### config.mk
export PLATFORM = sky130hd
export DESIGN_NAME = qq_seq_ctrl
export DESIGN_NICKNAME = d
export VERILOG_FILES = /design/src/rtl/qq_seq_ctrl.sv
export SDC_FILE = /design/constraint.sdc
export NUM_CORES = 1
export LEC_CHECK = 0
export BUFFER_PORTS_ARGS = -buffer_cell sky130_fd_sc_hd__buf_2
export CAP_MARGIN = 20
export CORE_ASPECT_RATIO = 1.1
export CORE_MARGIN = 2
export CORE_UTILIZATION = 52
export DETAILED_ROUTE_END_ITERATION = 10
export PLACE_DENSITY_LB_ADDON = 0.05
export SLEW_MARGIN = 20
export SYNTH_ARGS = -nofsm -noshare
export SYNTH_HDL_FRONTEND = slang
export SYNTH_SLANG_ARGS = --single-unit
### constraint.sdc
create_clock -name clk -period 6.6 [get_ports clk]
set_input_delay 1.32 -clock clk [delete_from_list [all_inputs] [get_ports clk]]
set_output_delay 1.32 -clock clk [all_outputs]
set_load 0.005 [all_outputs]
### src/rtl/qq_seq_ctrl.sv
// Sorted-insertion priority queue controller over an external single-port BRAM.
// Optional head cache (head_valid/head_data) is enabled with `define QQ_HEAD_CACHE_EN.
module qq_seq_ctrl #(
  parameter int DATA_W = 16,
  parameter int DEPTH  = 16,
  parameter int ADDR_W = $clog2(DEPTH)
) (
  input  logic              clk,
  input  logic              rst_n,
  input  logic              cmd_valid,
  input  logic              cmd_op,
  input  logic [DATA_W-1:0] cmd_data,
  output logic              cmd_ready,
  output logic              resp_valid,
  output logic              resp_err,
  output logic [DATA_W-1:0] resp_data,
  output logic [ADDR_W:0]   count,
  output logic              full,
  output logic              empty,
  output logic              ram_en,
  output logic              ram_we,
  output logic [ADDR_W-1:0] ram_addr,
  output logic [DATA_W-1:0] ram_wdata,
  input  logic [DATA_W-1:0] ram_rdata,
  output logic [DATA_W-1:0] rt_reg_data,
  output logic [DATA_W-1:0] rt_ram_data,
  input  logic [DATA_W-1:0] rt_data_out,
  input  logic              rt_fb
`ifdef QQ_HEAD_CACHE_EN
  ,
  output logic              head_valid,
  output logic [DATA_W-1:0] head_data
`endif
);

  localparam logic [3:0] IDLE    = 4'd0;
  localparam logic [3:0] ENQ_RD  = 4'd1;
  localparam logic [3:0] ENQ_CMP = 4'd2;
  localparam logic [3:0] ENQ_APP = 4'd3;
  localparam logic [3:0] DEQ_RD0 = 4'd4;
  localparam logic [3:0] DEQ_CAP = 4'd5;
  localparam logic [3:0] DEQ_RD  = 4'd6;
  localparam logic [3:0] DEQ_WR  = 4'd7;
  localparam logic [3:0] RESP    = 4'd8;

  localparam logic [ADDR_W:0] ZERO_C = '0;
  localparam logic [ADDR_W:0] ONE_C  = (ADDR_W+1)'(1);
  localparam logic [ADDR_W:0] FULL_C = (ADDR_W+1)'(DEPTH);

  logic [3:0]        state_r, state_s;
  logic [ADDR_W:0]   idx_r, idx_s, idx_m1_s;
  logic [DATA_W-1:0] carry_r, carry_s;
  logic [ADDR_W:0]   count_r, count_s;
  logic [DATA_W-1:0] resp_data_r, resp_data_s;
  logic              cmd_ready_r, resp_valid_r, resp_err_r, err_s;
  logic              ram_en_r, ram_we_r, ram_en_s, ram_we_s;
  logic [ADDR_W-1:0] ram_addr_r, ram_addr_s;
  logic [DATA_W-1:0] ram_wdata_s;
  logic              full_s, empty_s, accept_s;

  assign full_s   = (count_r == FULL_C);
  assign empty_s  = (count_r == ZERO_C);
  assign accept_s = cmd_valid & cmd_ready_r & (state_r == IDLE);

  // Next-state, index, carry and occupancy update
  always_comb begin
    state_s     = state_r;
    idx_s       = idx_r;
    carry_s     = carry_r;
    count_s     = count_r;
    resp_data_s = resp_data_r;
    err_s       = 1'b0;
    case (state_r)
      IDLE: begin
        if (accept_s) begin
          if (cmd_op == 1'b0) begin
            if (full_s) begin
              state_s = RESP;
              err_s   = 1'b1;
            end else begin
              carry_s = cmd_data;
              idx_s   = ZERO_C;
              state_s = empty_s ? ENQ_APP : ENQ_RD;
            end
          end else begin
            if (empty_s) begin
              state_s = RESP;
              err_s   = 1'b1;
            end else begin
              idx_s   = ZERO_C;
              state_s = DEQ_RD0;
            end
          end
        end else begin
          state_s = IDLE;
        end
      end
      ENQ_RD:  state_s = ENQ_CMP;
      ENQ_CMP: begin
        // Router keeps the larger value travelling up; the smaller one stays at i.
        carry_s = rt_data_out;
        idx_s   = idx_r + ONE_C;
        state_s = ((idx_r + ONE_C) == count_r) ? ENQ_APP : ENQ_RD;
      end
      ENQ_APP: begin
        count_s = count_r + ONE_C;
        state_s = RESP;
      end
      DEQ_RD0: state_s = DEQ_CAP;
      DEQ_CAP: begin
        resp_data_s = ram_rdata;
        idx_s       = ONE_C;
        if (count_r == ONE_C) begin
          count_s = count_r - ONE_C;
          state_s = RESP;
        end else begin
          state_s = DEQ_RD;
        end
      end
      DEQ_RD:  state_s = DEQ_WR;
      DEQ_WR: begin
        idx_s = idx_r + ONE_C;
        if ((idx_r + ONE_C) == count_r) begin
          count_s = count_r - ONE_C;
          state_s = RESP;
        end else begin
          state_s = DEQ_RD;
        end
      end
      RESP:    state_s = IDLE;
      default: state_s = IDLE;
    endcase
  end

  assign idx_m1_s = idx_s - ONE_C;

  // BRAM control decoded from the upcoming state so it is registered into that state
  always_comb begin
    ram_en_s   = 1'b0;
    ram_we_s   = 1'b0;
    ram_addr_s = '0;
    case (state_s)
      ENQ_RD: begin
        ram_en_s   = 1'b1;
        ram_addr_s = idx_s[ADDR_W-1:0];
      end
      ENQ_CMP: begin
        ram_en_s   = 1'b1;
        ram_we_s   = 1'b1;
        ram_addr_s = idx_s[ADDR_W-1:0];
      end
      ENQ_APP: begin
        ram_en_s   = 1'b1;
        ram_we_s   = 1'b1;
        ram_addr_s = count_s[ADDR_W-1:0];
      end
      DEQ_RD0: begin
        ram_en_s   = 1'b1;
        ram_addr_s = '0;
      end
      DEQ_RD: begin
        ram_en_s   = 1'b1;
        ram_addr_s = idx_s[ADDR_W-1:0];
      end
      DEQ_WR: begin
        ram_en_s   = 1'b1;
        ram_we_s   = 1'b1;
        ram_addr_s = idx_m1_s[ADDR_W-1:0];
      end
      default: begin
        ram_en_s   = 1'b0;
        ram_we_s   = 1'b0;
        ram_addr_s = '0;
      end
    endcase
  end

  // Write data depends on read data returned this cycle, so it cannot be registered
  always_comb begin
    case (state_r)
      ENQ_CMP: ram_wdata_s = rt_fb ? carry_r : ram_rdata;
      ENQ_APP: ram_wdata_s = carry_r;
      DEQ_WR:  ram_wdata_s = ram_rdata;
      default: ram_wdata_s = '0;
    endcase
  end

  // Controller state and registered outputs
  always_ff @(posedge clk or negedge rst_n) begin
    if (!rst_n) begin
      state_r      <= IDLE;
      idx_r        <= '0;
      carry_r      <= '0;
      count_r      <= '0;
      resp_data_r  <= '0;
      cmd_ready_r  <= 1'b0;
      resp_valid_r <= 1'b0;
      resp_err_r   <= 1'b0;
      ram_en_r     <= 1'b0;
      ram_we_r     <= 1'b0;
      ram_addr_r   <= '0;
    end else begin
      state_r      <= state_s;
      idx_r        <= idx_s;
      carry_r      <= carry_s;
      count_r      <= count_s;
      resp_data_r  <= resp_data_s;
      cmd_ready_r  <= (state_s == IDLE);
      resp_valid_r <= (state_s == RESP);
      resp_err_r   <= err_s;
      ram_en_r     <= ram_en_s;
      ram_we_r     <= ram_we_s;
      ram_addr_r   <= ram_addr_s;
    end
  end

  assign cmd_ready   = cmd_ready_r;
  assign resp_valid  = resp_valid_r;
  assign resp_err    = resp_err_r;
  assign resp_data   = resp_data_r;
  assign count       = count_r;
  assign full        = full_s;
  assign empty       = empty_s;
  assign ram_en      = ram_en_r;
  assign ram_we      = ram_we_r;
  assign ram_addr    = ram_addr_r;
  assign ram_wdata   = ram_wdata_s;
  assign rt_reg_data = carry_r;
  assign rt_ram_data = ram_rdata;

`ifdef QQ_HEAD_CACHE_EN
  logic              head_valid_r;
  logic [DATA_W-1:0] head_data_r;

  // Head tracks BRAM address 0: min on insert, the shifted-down entry on removal
  always_ff @(posedge clk or negedge rst_n) begin
    if (!rst_n) begin
      head_valid_r <= 1'b0;
      head_data_r  <= '0;
    end else if (accept_s && (cmd_op == 1'b0) && !full_s) begin
      head_valid_r <= 1'b1;
      if (!head_valid_r || (cmd_data < head_data_r)) begin
        head_data_r <= cmd_data;
      end
    end else if ((state_r == DEQ_CAP) && (count_r == ONE_C)) begin
      head_valid_r <= 1'b0;
    end else if ((state_r == DEQ_WR) && (idx_r == ONE_C)) begin
      head_data_r <= ram_rdata;
    end
  end

  assign head_valid = head_valid_r;
  assign head_data  = head_data_r;
`endif

endmodule

==> reports/metrics.yaml, run 1 <==
outcome: "complete, no violations"
pre_cts_ws_ns: 2.85
hp-class: "reg -> reg"
cts_resized: 0
r2r_setup_slack_ns: 3.65
die_h_um: 86.7
die_area_um2: 6860
vias_per_cell: 5.53
fp-row-count: 30
tns_ns: 0
dp_cells: 506
ys_seq_area_share_pct: 42.6
power_mw: 1.74
num_vias: 2842
p_leak_nw: 1.90
skew_ns: 0.00307
wl_per_cell_um: 16.4
ant_nets: 0
grt_max_degree: 56
clock_sinks: 55
syn2layout_area_growth_pct: 21.3
clk_latency_ns: 0.30
cts-root-buf: "clkbuf_8"
ys_ff_latch: 55
critPathArrivalTime_ns: 2.66
p_sw_share_pct: 42.3
cts_setup_buffers: 0
fin_crit_sh_pct: 60.2
max_cap_violations: 0
grt_usage_pct: 25.3
cp_max_fo: 34
drt_wl_total_um: 8450
grt_overflow_total: 0
core_um2: 6080
start_util_pct: 53.2
n_antenna_cell: 0
power_density_nw_per_um2: 444
drcViolationCount: 0
die_x_um: 79.2
drt_first_pass_iters: 5
worst_pin_slew_ns: 0.931
pwr-share-seq_pct: 37.4
timing.fmax_mhz: 252
cts_max_level: 2
power_frac_comb_pct: 52.0
synthArstFlopShare_pct: 100
grt_first_pass_wirelength_um: 13600
synthesis.area_um2: 3230
io_buffer_count: 132
cts_buffer_depth: 2
layoutNonFillerInstCount: 514
clockPowerShare_pct: 10.6
p_int_mw: 1.01
ctsHoldBuffers: 0
cts.reportedPaths.clkPinSlew_ns: 0.10
drive_above_1_share_pct: 39.2
worst_slack_ns: 2.62
syn-num-nets: 383
postSynthCellCount: 324
ir_worst_vdd_mv: 0.196
setup_viol: 0
finalHoldViolations: 0
start_kind: "register"
fin_nets: 492
period_minus_slack_ns: 3.98
cts_tree: "built"
final_max_slew_viol_count: 0
relSlewSlack_pct: 37.1
synth_edf_count: 0
yosysWarnings: 0
synth.distinct_cells: 57
ys.flop_type: "dfrtp_1"
postLayoutCoreUtil_pct: 64.5
pin_count: 133
cts_buffers: 5
place_congestion: 0.927
dp_hpwl_um: 6170
antenna_found_initial: 0
cp-end-kind: "output pin"
rsz0062_at_grt: "false"
critical_path_required_ns: 5.28
drt_iter0_markers: 132
avgSynthCellArea_um2: 9.98
grt_pass1_vias: 2829
crit_type: "reg -> out"
p_sw_mw: 0.737
[area by class of cell]
class / instances / area [µm²]
clock buffers: 6 / 72.6
repair buffers: 136 / 691
flip-flops and latches: 55 / 1380
well taps: 80 / 100
inverters: 10 / 37.5
multi-input cells: 225 / 1630
clock inverters: 2 / 12.5
fillers: 563 / 2160
[power by group through the flow]
stage / sequential [mW] / combinational, mW / clock, mW
global route: 0.677 / 1.01 / 0.204
global placement: 0.652 / 0.880 / 0
CTS: 0.651 / 0.912 / 0.193
detailed placement: 0.654 / 0.909 / 0
finish: 0.651 / 0.907 / 0.185
floorplan: 0.598 / 0.637 / 0
[layout by cell type, fill, tap and decap left out, types with 2 or more instances in the layout]
cell type / netlist / layout
a31o_1: 2 / 2
clkbuf_8: 0 / 5
ha_1: 6 / 6
mux2_2: 16 / 16
nand4_1: 2 / 2
nand3b_1: 2 / 2
a31oi_1: 4 / 4
a21oi_1: 11 / 11
nor2_1: 17 / 17
nand2b_1: 2 / 2
inv_1: 10 / 10
xnor2_1: 6 / 6
nand3_1: 10 / 10
a22o_1: 17 / 17
buf_2: 6 / 132
o21ai_0: 32 / 32
nor2b_1: 5 / 5
dfrtp_1: 55 / 55
a211oi_1: 2 / 2
nor3_1: 6 / 5
nand2_1: 26 / 26
mux2i_1: 17 / 17
buf_4: 16 / 4
a221o_1: 3 / 3
xor2_1: 8 / 8
[cells in the mapped netlist, drive strengths merged (3+ instances only)]
cell type,count,area share (%)
nand2,26,3.0
mux2i,17,5.3
clkbuf,10,1.2
nor3,6,0.93
ha,6,2.3
mux2,17,6.0
xor2,8,2.2
o21ai,33,5.1
nor2,17,2.0
a221o,3,0.93
nand3,10,1.5
a21oi,11,1.7
buf,24,5.1
a31oi,4,0.77
xnor2,6,1.6
dfrtp,55,43
a22o,17,4.6
inv,10,1.2
nor2b,5,0.97
[stage by stage]
stage	hold slack (ns)	cell area [µm²]
2_1_floorplan	0.504	3230
3_3_place_gp	0.483	3830
3_5_place_dp	0.488	3840
4_1_cts	0.513	3920
5_1_grt	0.535	3920
6_report	0.508	3920
[critical path, cell delays in order (launching register included)]
cell and delay, ns:
dfrtp_1 0.74, nand2b_1 0.16, nor3_2 0.13, buf_4 0.34, nand2_1 0.10, nand2_1 0.50
a22o_1 0.25, buf_2 0.11
[registers in the layout, indices dropped and copies added, names as in the netlist]
name         cells
resp_err         1
count            5
rt_reg_data     16
cmd_ready        1
ram_en           1
idx_r            5
state_r          4
ram_we           1
ram_addr         4
resp_data       16
resp_valid       1
[routing by layer]
layer  up-vias  part of all wire, %  GRT usage (%)  wire [µm]
met5         -                    0              0          0
met2       106                   53           45.4       4480
met4         0                 0.57           6.43         48
met1      1358                   41           31.0       3450
met3         6                  5.6           5.31        471
li1       1372                    -              -          -
[final timing paths]
kind,from,end,depth (start not counted)
setup / recovery,state_r[1]$_DFF_PN0_,ram_wdata[8],7
hold / removal,resp_data[5]$_DFFE_PN0P_,resp_data[5]$_DFFE_PN0P_,1
setup reg to reg,count[0]$_DFF_PN0_,ram_addr[3]$_DFF_PN0_,8
hold reg to reg,resp_data[5]$_DFFE_PN0P_,resp_data[5]$_DFFE_PN0P_,1
max in group asynchronous,rst_n,state_r[0]$_DFF_PN0_,2
min in group asynchronous,rst_n,idx_r[3]$_DFF_PN0_,2
[cells by family (layout without fill, tap and decap cells)]
group | count (synthesis) | after routing | synth area share (%)
AOI/OAI and AO/OA | 87 | 87 | 18.6
adders and majority gates | 6 | 6 | 2.32
xor gates and xnor gates | 14 | 14 | 3.79
DFF | 55 | 55 | 42.6
buffers and inverters | 44 | 154 | 7.43
muxes | 34 | 34 | 11.3
and+or+nand+nor | 84 | 84 | 14.0
No activity file was read; power rests on OpenSTA's default activity.
==> inputs of run 2 (changes only) <==
--- a/config.mk
+++ b/config.mk
@@ -9,7 +9,7 @@
 export CAP_MARGIN = 20
 export CORE_ASPECT_RATIO = 1.1
 export CORE_MARGIN = 2
-export CORE_UTILIZATION = 52
+export CORE_UTILIZATION = 44
 export DETAILED_ROUTE_END_ITERATION = 10
 export PLACE_DENSITY_LB_ADDON = 0.05
 export SLEW_MARGIN = 20
==> constraint.sdc (replaced) <==
create_clock -name clk -period 3.31 [get_ports clk]
set_input_delay 0.662 -clock clk [delete_from_list [all_inputs] [get_ports clk]]
set_output_delay 0.662 -clock clk [all_outputs]
set_load 0.005 [all_outputs]
==> run 2 against run 1 <==
Against the previous run: clock skew increased by 0.0040 ns; clock power increased to 2.9 times the previous value; via count increased by 1.7%; critical endpoint is now ram_wdata[2]; largest cell class unchanged; largest power group unchanged; highest routed layer unchanged.
==> reports/metrics.yaml, run 2 (same netlist as run 1, synthesis figures left out) <==
outcome: "complete, no violations"
cp_max_fo: 10  # -71%
use_met2_pct: 37.1  # -8.3 points
syn2layout_area_growth_pct: 24.7
rsz0062_at_grt: "false"
critical_path_required_ns: 2.65  # -2.63 ns
grt_pass1_vias: 2800  # -1.0%
fp-row-count: 32  # +6.7%
final_max_slew_viol_count: 0  # unchanged
p_sw_share_pct: 40.7  # -1.6 points
p_sw_mw: 1.54  # +110%
drt_iter0_markers: 186  # +41%
power_mw: 3.78  # +120%
period_minus_slack_ns: 2.85
grt_usage_pct: 22.1  # -3.2 points
relSlewSlack_pct: 52.9  # +16 points
worst_pin_slew_ns: 0.706  # -0.225 ns
cp-end-kind: "output pin"
place_area_um2: 3900  # +1.6%
skew_ns: 0.00704  # +0.00397 ns
fin_crit_sh_pct: 86.0
dp_hpwl_um: 6470  # +4.8%
cts.reportedPaths.clkPinSlew_ns: 0.10  # about the same
setup_viol: 0  # unchanged
p_int_mw: 2.24  # +120%
tns_ns: 0  # unchanged
clock_sinks: 55  # unchanged
power_frac_comb_pct: 53.5  # +1.5 points
cts_setup_buffers: 0  # unchanged
final_cell_mix: "buf_2 (132), dfrtp_1 (55), o21ai_0 (32)"
cts-root-buf: "clkbuf_8"
pin_count: 133  # unchanged
io_buffer_count: 132  # unchanged
cts_buffer_depth: 2  # unchanged
grt_max_degree: 56  # unchanged
final_common_cell: "buf_2"
ir_worst_vdd_mv: 0.368  # +88%
antenna_found_initial: 0  # unchanged
fin_nets: 500  # +1.6%
cts_resized: 0  # unchanged
cts_max_level: 2  # unchanged
finalHoldViolations: 0  # unchanged
p_leak_nw: 1.96  # +3.3%
clockPowerShare_pct: 14.0  # +3.4 points
timing.fmax_mhz: 351
cts_tree: "built"
power_density_nw_per_um2: 937  # +110%
start_util_pct: 45.6  # -7.5 points
critPathArrivalTime_ns: 2.18  # -0.48 ns
pwr-share-seq_pct: 32.5  # -4.9 points
ant_nets: 0  # unchanged
cts_buffers: 5  # unchanged
wl_per_cell_um: 16.6  # +0.72%
place_congestion: 0.893  # -3.7%
grt_overflow_total: 0  # unchanged
start_kind: "register"
hp-class: "in -> async"
max_cap_violations: 0  # unchanged
die_area_um2: 8050  # +17%
die_h_um: 93.9  # +8.3%
vias_per_cell: 5.49  # -0.79%
postLayoutCellArea_um2: 4030  # +2.8%
die_x_um: 85.7  # +8.3%
gr-max-usage-layer: "met2"
postLayoutCoreUtil_pct: 56.9  # -7.6 points
drt_first_pass_iters: 6  # +1
ctsHoldBuffers: 0  # unchanged
clk_latency_ns: 0.31  # about the same
globalRouteMet3Util_pct: 4.39  # -0.92 points
drcViolationCount: 0  # unchanged
grtUsageMet1_pct: 27.9  # -3.2 points
grt_first_pass_wirelength_um: 13900  # +2.2%
drive_above_1_share_pct: 40.0  # +0.87 points
crit_type: "reg -> out"
drt_wl_total_um: 8730  # +3.3%
core_um2: 7090  # +17%
num_vias: 2891  # +1.7%
n_antenna_cell: 0  # unchanged
[run 2: final cells by class]
class | count | area [µm²]
clock inverters | 2 | 60.1
inverters | 10 | 37.5
flip-flops and latches | 55 | 1380
repair buffers | 144 | 751
fillers | 656 | 3060
multi-input cells | 225 | 1630
well taps | 85 | 106
clock buffers | 6 | 72.6
[run 2: metal layers]
metal | wire length [µm] | vias to the layer above
met4 | 225 | 0
li1 | - | 1387
met1 | 3720 | 1374
met5 | 0 | -
met2 | 4240 | 114
met3 | 543 | 16
[run 2: final timing paths]
kind | slack (ns) | cells past startpoint | start | endpoint
setup / recovery | 0.46 | 5 | state_r[1]$_DFF_PN0_ | ram_wdata[2]
hold / removal | 0.48 | 2 | rst_n | idx_r[4]$_DFFE_PN0P_
setup reg to reg | 0.51 | 9 | count[1]$_DFF_PN0_ | ram_addr[2]$_DFF_PN0_
hold reg to reg | 0.51 | 1 | resp_data[14]$_DFFE_PN0P_ | resp_data[14]$_DFFE_PN0P_
max in group asynchronous | 2.37 | 2 | rst_n | resp_data[3]$_DFFE_PN0P_
min in group clk | 0.51 | 1 | resp_data[14]$_DFFE_PN0P_ | resp_data[14]$_DFFE_PN0P_
[run 2: per-stage QoR]
stage	setup slack, ns	hold slack, ns	std cells
6_report	0.465	0.482	527
5_1_grt	0.274	0.531	527
4_1_cts	0.438	0.513	527
3_5_place_dp	0.503	0.489	519
3_3_place_gp	0.522	0.483	519
2_1_floorplan	0.911	0.366	324
[run 2: worst max-delay path, stage by stage, from the launching register on]
cell,delay (ns)
dfrtp_1,0.52
or4bb_1,0.54
nand2_1,0.29
buf_4,0.24
a22o_1,0.17
buf_2,0.11
[run 2: power groups by stage]
stage | Sequential (mW) | Clock [mW] | Combinational (mW)
after floorplan | 1.19 | 0 | 1.27
after global placement | 1.24 | 0 | 2.00
after detailed placement | 1.23 | 0 | 2.03
after CTS | 1.23 | 0.538 | 2.03
after global routing | 1.27 | 0.560 | 2.25
final | 1.23 | 0.528 | 2.02
